===== config.mk =====
export PLATFORM = sky130hd
export DESIGN_NAME = ems_page_mapper
export DESIGN_NICKNAME = d
export VERILOG_FILES = /design/src/rtl/ems_page_mapper.sv
export SDC_FILE = /design/constraint.sdc
export NUM_CORES = 1
export LEC_CHECK = 0
export BUFFER_PORTS_ARGS = -buffer_cell sky130_fd_sc_hd__buf_2
export CORE_ASPECT_RATIO = 1.25
export CORE_MARGIN = 5
export CORE_UTILIZATION = 58
export DETAILED_ROUTE_END_ITERATION = 16
export GPL_TIMING_DRIVEN = 0
export PLACE_DENSITY_LB_ADDON = 0.08
export SLEW_MARGIN = 0
export SYNTH_ARGS = -nofsm -noshare
export SYNTH_HDL_FRONTEND = slang
export SYNTH_SLANG_ARGS = --single-unit

===== constraint.sdc =====
create_clock -name clock -period 3.83 [get_ports clock]
set_input_delay 0.383 -clock clock [delete_from_list [all_inputs] [get_ports clock]]
set_output_delay 0.383 -clock clock [all_outputs]
set_load 0.1 [all_outputs]

===== src/rtl/ems_page_mapper.sv =====
// LIM-style EMS page mapper for the XT bus: four 16 KB page registers and a frame
// control register behind an 8-port I/O window, plus frame slot decode for the RAM block.
module ems_page_mapper #(
   parameter logic [9:0] IO_BASE     = 10'h260,
   parameter logic [1:0] RESET_FRAME = 2'b01
) (
   input  logic        clock,
   input  logic        reset,
   input  logic [19:0] address,
   input  logic [7:0]  internal_data_bus,
   input  logic        io_read_n,
   input  logic        io_write_n,
   output logic [7:0]  data_bus_out,
   output logic        ems_io_select_n,
   output logic [6:0]  map_ems [0:3],
   output logic        ems_b1,
   output logic        ems_b2,
   output logic        ems_b3,
   output logic        ems_b4
);

   localparam logic [2:0] OFF_INDEX = 3'd4;
   localparam logic [2:0] OFF_DATA  = 3'd5;
   localparam logic [2:0] OFF_CTRL  = 3'd6;

   logic [7:0] page_r [0:3];
   logic [1:0] index_r;
   logic       ctrl_en_r;
   logic [1:0] frame_r;
   logic       wr_prev_r;
   logic       rd_prev_r;
   logic       rd_pending_r;

   logic       io_hit_s;
   logic [2:0] offset_s;
   logic       commit_s;
   logic       rd_active_s;
   logic       rd_fall_s;
   logic       rd_rise_s;
   logic [7:0] read_mux_s;
   logic [1:0] slot_s;
   logic       hit_frame_s;
   logic [3:0] ems_hits_s;
   logic       unused_addr_s;

   // Only the frame-select nibble and slot bits matter for memory decode.
   assign unused_addr_s = ^address[13:10];

   assign io_hit_s        = (address[9:3] == IO_BASE[9:3]);
   assign offset_s        = address[2:0];
   assign ems_io_select_n = ~(io_hit_s && (!io_read_n || !io_write_n));

   // One commit per write strobe: falling edge seen against the previous sample.
   assign commit_s    = !io_write_n && wr_prev_r && io_hit_s;
   // A concurrent write strobe suppresses the whole read side.
   assign rd_active_s = !io_read_n && io_write_n && io_hit_s;
   assign rd_fall_s   = !io_read_n && rd_prev_r;
   assign rd_rise_s   = io_read_n && !rd_prev_r;

   // Strobe history for edge detection; clearing to 0 blocks a commit from a pre-held strobe.
   always_ff @(posedge clock or posedge reset) begin
      if (reset) begin
         wr_prev_r <= 1'b0;
         rd_prev_r <= 1'b0;
      end else begin
         wr_prev_r <= io_write_n;
         rd_prev_r <= io_read_n;
      end
   end

   // Page register file, written directly or through DATA at the current index.
   always_ff @(posedge clock or posedge reset) begin
      if (reset) begin
         for (int i = 0; i < 4; i++) begin
            page_r[i] <= 8'h00;
         end
      end else if (commit_s) begin
         case (offset_s)
            3'd0, 3'd1, 3'd2, 3'd3: page_r[offset_s[1:0]] <= internal_data_bus;
            OFF_DATA:               page_r[index_r]       <= internal_data_bus;
            default:                ;
         endcase
      end
   end

   // Frame enable and frame select.
   always_ff @(posedge clock or posedge reset) begin
      if (reset) begin
         ctrl_en_r <= 1'b0;
         frame_r   <= RESET_FRAME;
      end else if (commit_s && (offset_s == OFF_CTRL)) begin
         ctrl_en_r <= internal_data_bus[7];
         frame_r   <= internal_data_bus[1:0];
      end
   end

   // INDEX with auto-increment on DATA writes and on completion of a DATA read.
   always_ff @(posedge clock or posedge reset) begin
      if (reset) begin
         index_r      <= 2'd0;
         rd_pending_r <= 1'b0;
      end else begin
         if (commit_s && (offset_s == OFF_INDEX)) begin
            index_r <= internal_data_bus[1:0];
         end else if (commit_s && (offset_s == OFF_DATA)) begin
            index_r <= index_r + 2'd1;
         end else if (rd_rise_s && rd_pending_r) begin
            index_r <= index_r + 2'd1;
         end

         if (rd_rise_s) begin
            rd_pending_r <= 1'b0;
         end else if (rd_fall_s && io_write_n && io_hit_s && (offset_s == OFF_DATA)) begin
            rd_pending_r <= 1'b1;
         end
      end
   end

   // Read-back multiplexer for the addressed port.
   always_comb begin
      read_mux_s = 8'hFF;
      case (offset_s)
         3'd0, 3'd1, 3'd2, 3'd3: read_mux_s = page_r[offset_s[1:0]];
         OFF_INDEX:              read_mux_s = {6'b000000, index_r};
         OFF_DATA:               read_mux_s = page_r[index_r];
         OFF_CTRL:               read_mux_s = {ctrl_en_r, 5'b00000, frame_r};
         default:                read_mux_s = 8'hFF;
      endcase
   end

   // Read data register, refreshed every clock of an active read and held otherwise.
   always_ff @(posedge clock or posedge reset) begin
      if (reset) begin
         data_bus_out <= 8'h00;
      end else if (rd_active_s) begin
         data_bus_out <= read_mux_s;
      end
   end

   assign slot_s      = address[15:14];
   assign hit_frame_s = ctrl_en_r && (frame_r != 2'b11) &&
                        (address[19:16] == (4'hC + {2'b00, frame_r}));

   // One-hot slot hit; an invalid page leaves the access to conventional RAM.
   always_comb begin
      ems_hits_s = 4'b0000;
      if (hit_frame_s && page_r[slot_s][7]) begin
         ems_hits_s[slot_s] = 1'b1;
      end else begin
         ems_hits_s = 4'b0000;
      end
   end

   assign ems_b1 = ems_hits_s[0];
   assign ems_b2 = ems_hits_s[1];
   assign ems_b3 = ems_hits_s[2];
   assign ems_b4 = ems_hits_s[3];

   assign map_ems[0] = page_r[0][6:0];
   assign map_ems[1] = page_r[1][6:0];
   assign map_ems[2] = page_r[2][6:0];
   assign map_ems[3] = page_r[3][6:0];

endmodule

==> key figures, run 1 <==
Logic synthesis
  • Ys flop type: dfrtp_1
  • Syn Area/Cell: around 12 um2
  • Seq cells post-synth: 48
  • Cell Area, Synth: between 0.002 and 0.003 mm2
  • Post-synthesis sequential area ratio: between 40% and 50%
  • Post-synth ARST share: 100.0%
  • Synth Warn #: 0
  • EDFF count, synth: 0
  • Net Count, Synth: 275
  • Count of different cell masters after synthesis: 43
  • Syn Inst Count: 239

Critical path
  • FF-to-FF Start: index_r[1]
  • Worst R2R Path Depth: 7
  • Crit Path Class: reg -> out
  • FF-to-FF End: map_ems[27]
  • Slowest stage cell on the critical path: dfstp_2
  • CP delay by family, top: flip-flops
  • CP required: roughly 3500 ps
  • Worst Setup End Kind: output port
  • R2R Setup Slk: between 1000 and 1500 ps
  • Crit Path Max Fanout: 4
  • Startpoint type of the worst setup path: flip-flop
  • Max incr delay on CP: ~570 ps
  • CP Data Arrival Time: 2020 ps
  • CP Cell Sequence: xnor2_1 -> a21oi_1 -> nor4b_1 -> nor2b_1 -> buf_2
  • Bufs and invs on worst path: 1
  • Setup crit start: frame_r[0]

Finish
  • Most frequent cells in the layout: buf_2 (68), dfrtp_1 (47), mux2_2 (35)
  • Most common cell after layout, fill and taps aside: buf_2
  • Final nets: about 350
  • Diodes inserted: 0
  • Final Core Density: 71.87%
  • Proportion of layout cells with a drive suffix above 1: between 50% and 60%
  • Area Growth Syn to Fin: 19.04%
  • Non-Filler Instances: roughly 370

Route
  • Post-Route WL: approximately 6500 um
  • DRT Pass-1 Iters: 4
  • Initial DRC Count: between 90 and 100
  • DRC: 0
  • Via count: about 2100
  • Post-route ant nets: 0
  • WL/cell: between 15 and 20 um
  • Vias/cell: roughly 5.7

Floorplanning
  • Die area: roughly 0.0065 mm2
  • CORE AREA: approximately 0.0048 mm2
  • Initial Utilization: 60.38%
  • Die width: 73.22 um
  • IO Pins: 73
  • Row cnt: 28
  • Die H: about 90 um

GRT
  • Largest net degree at the start of global routing: 30
  • Number of global-route vias before repair: around 2100
  • First-pass GRT wire length: ~10000 um
  • Grt total ovfl: 0
  • Initial antenna violation count: 0
  • GRT Total Usage: a little over a fifth

Timing
  • Final Setup Violations: 0
  • Setup TNS Final: 0 ps
  • WHS: between 70 and 80 ps
  • Fin. max-slew vios: 0
  • Worst slew pin tran: 878.9 ps
  • Slew margin rel.: about two fifths
  • Fin worst setup slack: between 1000 and 1500 ps
  • Final Skew: between 9 and 10 ps
  • Final Hold Vio Count: 0
  • RSZ-0062 raised after global routing: no
  • Tcrit/Tclk final: 62.66%
  • Post-route minimum period: about 2400 ps
  • FMAX: roughly 0.42 GHz

Clocking
  • Hold buffers post-CTS: 0
  • H-tree Lvls: 2
  • Setup Buffers After CTS: 0
  • CTS Buf Count: 5
  • Clk_lat worst skew: between 300 and 400 ps
  • PostCTS Resize Cnt: 0
  • Root buffer cell: clkbuf_8
  • Clock Sinks: 48
  • TritonCTS clock tree: built
  • Reg clk slew, reported paths: 90 ps
  • Buffers from clock root to sink, at most: 2

Placed design
  • # port buffers: 66
  • Pre-CTS setup slack: 1470 ps
  • Post-DP HPWL: between 4000 and 5000 um
  • Placed cell count: approximately 370
  • Final GP Congestion: 0.8144

Power
  • PwrDens: roughly 320 mW/mm2
  • VDD IR-drop max: between 0.0002 and 0.0003 V
  • LEAKAGE: 1.763 nW

Status
  • Status: completed

Hold path
  • Min-delay worst type: in -> async

Job
  • Max cap viols: 0
cells in the mapped netlist (2+ instances only):
library cell | number | area, um2
dfrtp_1 | 47 | 1176
mux2_2 | 35 | 394.1
buf_4 | 28 | 210.2
mux4_2 | 16 | 360.4
nor2_1 | 14 | 52.55
a21oi_1 | 13 | 65.06
nand2_1 | 11 | 41.29
inv_1 | 9 | 33.78
clkbuf_1 | 6 | 22.52
a22oi_1 | 5 | 37.54
nand3_1 | 5 | 25.02
a31oi_1 | 4 | 25.02
ha_1 | 4 | 50.05
mux2i_1 | 4 | 40.04
nor2b_1 | 3 | 18.77
and2_1 | 2 | 12.51
and3_1 | 2 | 12.51
buf_2 | 2 | 10.01
clkbuf_8 | 2 | 27.53
nand2b_1 | 2 | 12.51
nand4_1 | 2 | 12.51
nor3b_1 | 2 | 15.01
metal layers:
metal	GRT usage [%]	wire length [um]	part of all wire [%]
met2	35.56	3311	51
met1	28.41	2688	41
met4	7.215	115	1.8
met3	4.387	366	5.6
met5	0	0	0
power breakdown:
part / switching (mW) / internal [mW]
clock network: 0.171 / 0.230
logic: 0.132 / 0.0483
registers: 0.00807 / 0.519
cells by family (layout without fill, tap and decap cells):
logic type | count (synthesis) | after routing | synth area share (%)
fa+ha+maj | 4 | 4 | 1.727
xor+xnor | 1 | 1 | 0.3023
buf+inv | 49 | 124 | 11.01
flops | 48 | 48 | 41.49
mux | 55 | 55 | 27.42
compound gates | 28 | 28 | 6.995
simple gates | 54 | 54 | 11.05
flip-flops by register name, indices dropped and copies added (netlist names):
name,count
rd_pending_r,1
rd_prev_r,1
map_ems,28
page_r,4
frame_r,2
wr_prev_r,1
data_bus_out,8
index_r,2
ctrl_en_r,1
area by class of cell:
| type | instances | area, um2 |
|---|---|---|
| inverter | 9 | 33.78 |
| clock inverter | 1 | 30.03 |
| fill | 359 | 1350 |
| buffer | 40 | 285.3 |
| tap | 60 | 75.07 |
| clock buffer | 7 | 96.34 |
| timing repair buffer | 67 | 350.3 |
| sequential | 48 | 1202 |
| multi-input combinational | 142 | 1376 |
through the flow:
step	instance area, um2	power (mW)
CTS	3450	1.116
global placement	3303	0.7131
floorplan	2898	0.6707
global route	3450	1.156
finish	3450	1.109
detailed placement	3323	0.7183
worst max-delay path by stage:
stage | to | slack (ps) | cells after the start
after floorplan | ems_b1 | 1030 | 4
after global placement | map_ems[15] | 1450 | 6
final | ems_b1 | 1430 | 5
after detailed placement | map_ems[26] | 1470 | 7
after CTS | ems_b1 | 1420 | 5
after global routing | ems_b1 | 1200 | 5
(Power assumes the default switching activity.)
==> run 2, diff against run 1 <==
--- a/config.mk
+++ b/config.mk
@@ -5,10 +5,11 @@
 export SDC_FILE = /design/constraint.sdc
 export NUM_CORES = 1
 export LEC_CHECK = 0
+export ABC_AREA = 1
 export BUFFER_PORTS_ARGS = -buffer_cell sky130_fd_sc_hd__buf_2
 export CORE_ASPECT_RATIO = 1.25
 export CORE_MARGIN = 5
-export CORE_UTILIZATION = 58
+export CORE_UTILIZATION = 50
 export DETAILED_ROUTE_END_ITERATION = 16
 export GPL_TIMING_DRIVEN = 0
 export PLACE_DENSITY_LB_ADDON = 0.08
==> constraint.sdc (replaced) <==
create_clock -name clock -period 2.2 [get_ports clock]
set_input_delay 0.22 -clock clock [delete_from_list [all_inputs] [get_ports clock]]
set_output_delay 0.22 -clock clock [all_outputs]
set_load 0.1 [all_outputs]
==> run 2 against run 1 <==
Worst hold slack got worse by 23 ps. Non-clock buffer count increased by 4. Critical endpoint is now ems_b4. Clock skew decreased by 1.6 ps. Synthesized area increased by 14%. Final cell count increased by 78%. Largest power group unchanged. Cell area increased by 13%. Flip-flop and latch count unchanged. Routed wire length increased by 42%.
==> key figures, run 2 <==
Finish
  • Area Growth Syn to Fin: 17.79%
  • Most frequent cells in the layout: nand2_1 (225), buf_2 (73), nand3_1 (66)
  • Final nets: roughly 620
  • Non-Filler Instances: 667
  • Diodes inserted: 0
  • Max reg flops: 28
  • Filler cell count: between 600 and 700
  • Most common cell after layout, fill and taps aside: nand2_1
  • Proportion of layout cells with a drive suffix above 1: between 20 and 25%

Route
  • Vias/cell: 4.943
  • Via count: ~3300
  • DRT Pass-1 Iters: 5
  • DRC: 0
  • WL/cell: 13.77 um
  • Post-Route WL: just over 9000 um
  • Initial DRC Count: 215
  • Post-route ant nets: 0

Logic synthesis
  • Dominant cell type by area after synthesis: dfrtp_1
  • Post-synthesis sequential area ratio: a little over a third
  • Yosys top cell area share: between 30 and 40%
  • Top cell types by occurrence after synthesis: nand2_1 (225), nand3_1 (67), inv_1 (49), dfrtp_1 (47), buf_4 (29)
  • Most numerous cell in the Yosys netlist: nand2_1
  • Post-synth ARST share: 100.0%
  • Synth area leaders: dfrtp_1 (36%), nand2_1 (26%), nand3_1 (10%)
  • EDFF count, synth: 0
  • Seq cells post-synth: 48
  • Net Count, Synth: 541
  • Main combinational cell family by area after synthesis: simple AND/OR/NAND/NOR gates
  • Mux cell area share after synthesis: 0%
  • Synth Area in Compound Gates: under 10%
  • Post-Synth Simple-Gate Area: 42.58%
  • Syn Inst Count: ~500
  • Count of different cell masters after synthesis: 24
  • Cell Area, Synth: roughly 0.0033 mm2
  • Synth Warn #: 0
  • Ys flop type: dfrtp_1
  • Adder-Cell Fraction of Synth Area: around 1.5%
  • Syn Area/Cell: 6.546 um2
  • Post-synthesis xor/xnor area fraction: less than 1%

Critical path
  • Setup crit start: frame_r[0]
  • R2R Setup Slk: between 200 and 300 ps
  • Worst Setup End Kind: output port
  • Startpoint type of the worst setup path: flip-flop
  • CP Data Arrival Time: approximately 1800 ps
  • Setup crit end: ems_b4
  • Worst R2R Path Depth: 9
  • CP required: 1980 ps
  • Crit Path Class: reg -> out
  • FF-to-FF End: map_ems[14]
  • FF-to-FF Start: index_r[1]
  • Crit Path Max Fanout: 4

Clocking
  • TritonCTS clock tree: built
  • Clock Sinks: between 40 and 50
  • Buffers from clock root to sink, at most: 2
  • H-tree Lvls: 2
  • CTS Buf Count: 5
  • Clk_lat worst skew: roughly 310 ps
  • Setup Buffers After CTS: 0
  • Root buffer cell: clkbuf_8
  • Reg clk slew, reported paths: about 80 ps

Timing
  • Final Skew: roughly 8.1 ps
  • Post-route minimum period: approximately 2000 ps
  • RSZ-0062 raised after global routing: no
  • Final Hold Vio Count: 0
  • Fin. max-slew vios: 0
  • FMAX: about 0.51 GHz
  • Final Setup Violations: 0
  • Worst slew pin tran: ~590 ps
  • Tcrit/Tclk final: 89.83%
  • Slew margin rel.: 60.91%
  • Fin worst setup slack: 223.8 ps

Power
  • VDD IR-drop max: between 0.0003 and 0.0004 V
  • LEAKAGE: 2.290 nW
  • PwrDens: roughly 480 mW/mm2

Status
  • Status: completed

Floorplanning
  • Die width: 82.73 um
  • Initial Utilization: approximately 51%
  • IO Pins: 73
  • CORE AREA: 0.006482 mm2
  • Die H: 100.9 um
  • Row cnt: 33
  • Die area: about 0.0083 mm2

GRT
  • GRT Total Usage: 23.71%
  • Initial antenna violation count: 0
  • First-pass GRT wire length: 15120 um
  • Largest net degree at the start of global routing: 27
  • Number of global-route vias before repair: approximately 3300
  • Grt total ovfl: 0

Placed design
  • # port buffers: 66
  • Placed cell count: between 600 and 700
  • Final GP Congestion: approximately 0.91
  • Pre-CTS setup slack: between 40 and 50 ps
  • Post-DP HPWL: 6676 um

Hold path
  • Hold path start: io_read_n
  • Min-delay worst type: in -> reg

Job
  • Max cap viols: 0
run 2: changes by cell type in the layout (fill, tap and decap cells not counted), sizes merged, moves of 5 or more:
cell / delta
mux4: -16
clkbuf: -6
inv: +46
nor2: +15
nand4: +5
mux2: -35
o21ai: +18
a22oi: -5
nand2: +219
nand3: +61
buf: +8
a21oi: -13
run 2: cells by family (layout without fill, tap and decap cells):
group                      after synthesis  after routing
and+or+nand+nor                        333            333
buffers and inverters                  101            176
DFF                                     48             48
AOI/OAI and AO/OA                       18             18
adders and majority gates                4              4
xor gates and xnor gates                 1              1
run 2: routing by layer:
| layer | wire length (um) | up-vias | global-route usage (%) |
|---|---|---|---|
| met3 | 543 | 10 | 3.399 |
| met5 | 0 | - | 0 |
| met1 | 3853 | 1515 | 30.64 |
| li1 | - | 1677 | - |
| met2 | 4668 | 95 | 39.51 |
| met4 | 121 | 0 | 9.057 |
run 2: critical path, stage by stage (launching register included):
cell and delay [ps]:
dfstp_2 570, xnor2_1 120, nand4_1 180, nor2_1 140
buf_2 440
run 2: worst min path at each step:
stage	to	slack (ps)	cells after the start
final	rd_prev_r	50	1
after global placement	rd_prev_r	360	1
after detailed placement	data_bus_out[4]	290	2
after CTS	rd_prev_r	50	1
after global routing	rd_prev_r	50	1
after floorplan	rd_prev_r	250	0
run 2: layout make-up:
cell class,instances,area [um2],share of cell area [%]
multi-input cells,356,1580,40.58
flip-flops and latches,48,1202,30.88
repair buffers,68,360.3,9.255
plain buffers,43,312.8,8.033
inverters,57,221.5,5.688
well taps,87,108.9,2.796
clock buffers,6,72.57,1.864
clock inverters,2,35.03,0.8997
run 2: where the power goes:
group | internal, mW | total (mW) | switching, mW
Sequential | 0.897 | 0.910 | 0.0126
Clock | 0.338 | 0.646 | 0.308
Combinational | 0.0840 | 0.331 | 0.247
run 2: per-stage QoR:
stage          area (um2)  setup TNS [ps]  utilization [%]  total power [mW]  hold WS, ps
2_1_floorplan        3306          -378.9                -             1.156        251.4
3_3_place_gp         3745               0            57.77             1.246        357.7
3_5_place_dp         3765               0            58.08             1.255        289.1
4_1_cts              3882               0            59.89             1.898        45.70
5_1_grt              3894               0            60.07             1.961        47.87
6_report             3894               0            60.07             1.887        51.10
run 2: timing repair:
| action | in CTS | in global routing |
|---|---|---|
| hold endpoints to repair | 21 | 0 |
| hold buffers | 1 | 0 |
| setup endpoints to repair | 0 | 23 |
| resized for setup | 0 | 4 |
==> run 3, diff against run 2 <==
--- a/config.mk
+++ b/config.mk
@@ -8,8 +8,7 @@
 export ABC_AREA = 1
 export BUFFER_PORTS_ARGS = -buffer_cell sky130_fd_sc_hd__buf_2
 export CORE_ASPECT_RATIO = 1.25
-export CORE_MARGIN = 5
-export CORE_UTILIZATION = 50
+export CORE_UTILIZATION = 55
 export DETAILED_ROUTE_END_ITERATION = 16
 export GPL_TIMING_DRIVEN = 0
 export PLACE_DENSITY_LB_ADDON = 0.08
==> constraint.sdc (replaced) <==
create_clock -name clock -period 2.1 [get_ports clock]
set_input_delay 0.21 -clock clock [delete_from_list [all_inputs] [get_ports clock]]
set_output_delay 0.21 -clock clock [all_outputs]
set_load 0.1 [all_outputs]
==> run 3 against run 2 <==
The flow now finishes with violations (DRC). Critical path depth increased by 5. Flip-flop and latch count unchanged. Final cell count decreased by 3.3%. Clock skew increased by 3.7 ps. Critical path type is now reg -> reg. Die area decreased by 24%. Via count increased by 1.6%. Cell area decreased by 1.6%. Non-clock buffer count unchanged.
==> key figures, run 3 (same netlist as run 2, synthesis figures left out) <==
Floorplanning
  • Row cnt: 31
  • Die area: ~0.0063 mm2
  • Die H: between 80 and 90 um
  • IO Pins: 73
  • CORE AREA: 0.005779 mm2
  • Die width: about 71 um
  • Initial Utilization: 57.20%

Timing
  • Tcrit/Tclk final: roughly 94%
  • WHS: ~42 ps
  • Setup TNS Final: 0 ps
  • Post-route minimum period: 1975 ps
  • Final Hold Vio Count: 0
  • RSZ-0062 raised after global routing: no
  • Final Setup Violations: 0
  • FMAX: between 0.5 and 0.6 GHz
  • Fin. max-slew vios: 0
  • Final Skew: about 12 ps
  • Slew margin rel.: about 62%
  • Worst slew pin tran: roughly 570 ps

Critical path
  • Worst Setup End Kind: flip-flop
  • CP Data Arrival Time: 2180 ps
  • Crit Path Class: reg -> reg
  • Startpoint type of the worst setup path: flip-flop
  • CP required: ~2300 ps
  • Crit Path Max Fanout: 10

Route
  • Post-route ant nets: 0
  • DRT Pass-1 Iters: 11
  • Wl on met1: approximately 3600 um
  • Via count: 3350
  • Post-Route WL: around 8700 um
  • WL/cell: roughly 14 um
  • Max layer used: met4
  • WL met3: slightly below 800 um
  • DRC: 4
  • Wire length on met2: around 4200 um
  • Initial DRC Count: between 200 and 300
  • Vias/cell: around 5.2

Placed design
  • Placed cell count: about 640
  • # port buffers: 66
  • Post-DP HPWL: 6317 um
  • Final GP Congestion: approximately 0.9

Power
  • LEAKAGE: ~2.3 nW
  • PwrDens: roughly 480 mW/mm2
  • Post-layout power: between 1.5 and 2 mW
  • Clock Power Share: ~30%
  • Pint: 1.254 mW
  • Net Switching: about 0.59 mW
  • Net Sw Frac: between 30% and 40%
  • Seq pwr share: 51.6%
  • VDD IR-drop max: a little over 0.0004 V
  • Gate power share: between 10% and 20%

Hold path
  • Min-delay worst type: in -> reg

Clocking
  • TritonCTS clock tree: built
  • Buffers from clock root to sink, at most: 2
  • CTS Buf Count: 5
  • Clk_lat worst skew: around 310 ps
  • Clock Sinks: 48
  • Setup Buffers After CTS: 0
  • Root buffer cell: clkbuf_8
  • H-tree Lvls: 2
  • Reg clk slew, reported paths: roughly 90 ps

GRT
  • Number of global-route vias before repair: 3024
  • First-pass GRT wire length: roughly 14000 um
  • GRT Total Usage: 29.00%
  • Initial antenna violation count: 0
  • Grt total ovfl: 0
  • Largest net degree at the start of global routing: 26

Finish
  • Most frequent cells in the layout: nand2_1 (225), buf_2 (74), nand3_1 (67)
  • Final nets: ~620
  • Proportion of layout cells with a drive suffix above 1: between 20% and 30%
  • Max reg flops: 28
  • Area Growth Syn to Fin: 15.90%
  • Non-Filler Instances: approximately 650
  • Most common cell after layout, fill and taps aside: nand2_1
  • Diodes inserted: 0

Status
  • Status: finished with violations
  • Failing checks: DRC

Job
  • Max cap viols: 0
[run 3: cell count changes in the layout (fill, tap and decap cells not counted), sizes merged]
cell    before  now
clkbuf       9    7
bufinv       1    0
buf        107  108
clkinv       1    2
[run 3: what timing repair did]
item / 4_1_cts / 5_1_grt
hold buffers: 1 / 0
endpoints found under the hold margin: 22 / 0
resized for setup: 1 / 1
endpoints found under the setup margin: 10 / 15
[run 3: metrics by stage]
step | instance area [um2] | setup WS [ps] | util [%]
floorplan | 3306 | -184.7 | -
global route | 3831 | 32.51 | 66.29
global placement | 3719 | 10.50 | 64.34
CTS | 3827 | 91.74 | 66.23
detailed placement | 3739 | -19.33 | 64.69
finish | 3831 | 125.2 | 66.29
[run 3: worst paths after layout]
check / start / slack, ps / depth (start not counted) / endpoint
setup / recovery: index_r[1] / 130 / 9 / page_r[23]
hold / removal: io_read_n / 40 / 1 / rd_prev_r
setup reg to reg: index_r[1] / 130 / 9 / page_r[23]
hold reg to reg: data_bus_out[3] / 480 / 2 / data_bus_out[3]
max in group asynchronous: reset / 1100 / 4 / map_ems[8]
min in group asynchronous: reset / 480 / 3 / data_bus_out[4]
[run 3: worst max-delay path, stage by stage, from the launching register on]
cell	delay, ps
dfrtp_1	450
clkinv_2	210
ha_1	230
nor2_1	100
nor2_1	50
nand3_1	280
buf_2	330
nand2_1	80
o21ai_1	80
inv_1	50
[run 3: power groups by stage]
stage               clock network (mW)  registers [mW]  logic, mW
global route                     0.592           0.955      0.374
detailed placement                   0           0.971      0.343
CTS                              0.556           0.952      0.345
floorplan                            0            1.02      0.196
finish                           0.549           0.953      0.346
global placement                     0           0.970      0.333
[run 3: routing by layer]
layer | vias to the layer above | global-route usage [%]
met3 | 22 | 3.759
met4 | 0 | 11.64
met1 | 1496 | 37.32
li1 | 1676 | -
met5 | - | 0
met2 | 156 | 49.61
[run 3: cell type report]
| cell class | count | area, um2 |
|---|---|---|
| fillers | 553 | 1948 |
| multi-input cells | 356 | 1575 |
| flip-flops and latches | 48 | 1202 |
| repair buffers | 68 | 360.3 |
| plain buffers | 43 | 310.3 |
| inverters | 57 | 219.0 |
| well taps | 66 | 82.58 |
| clock buffers | 5 | 68.82 |
| clock inverters | 2 | 12.51 |
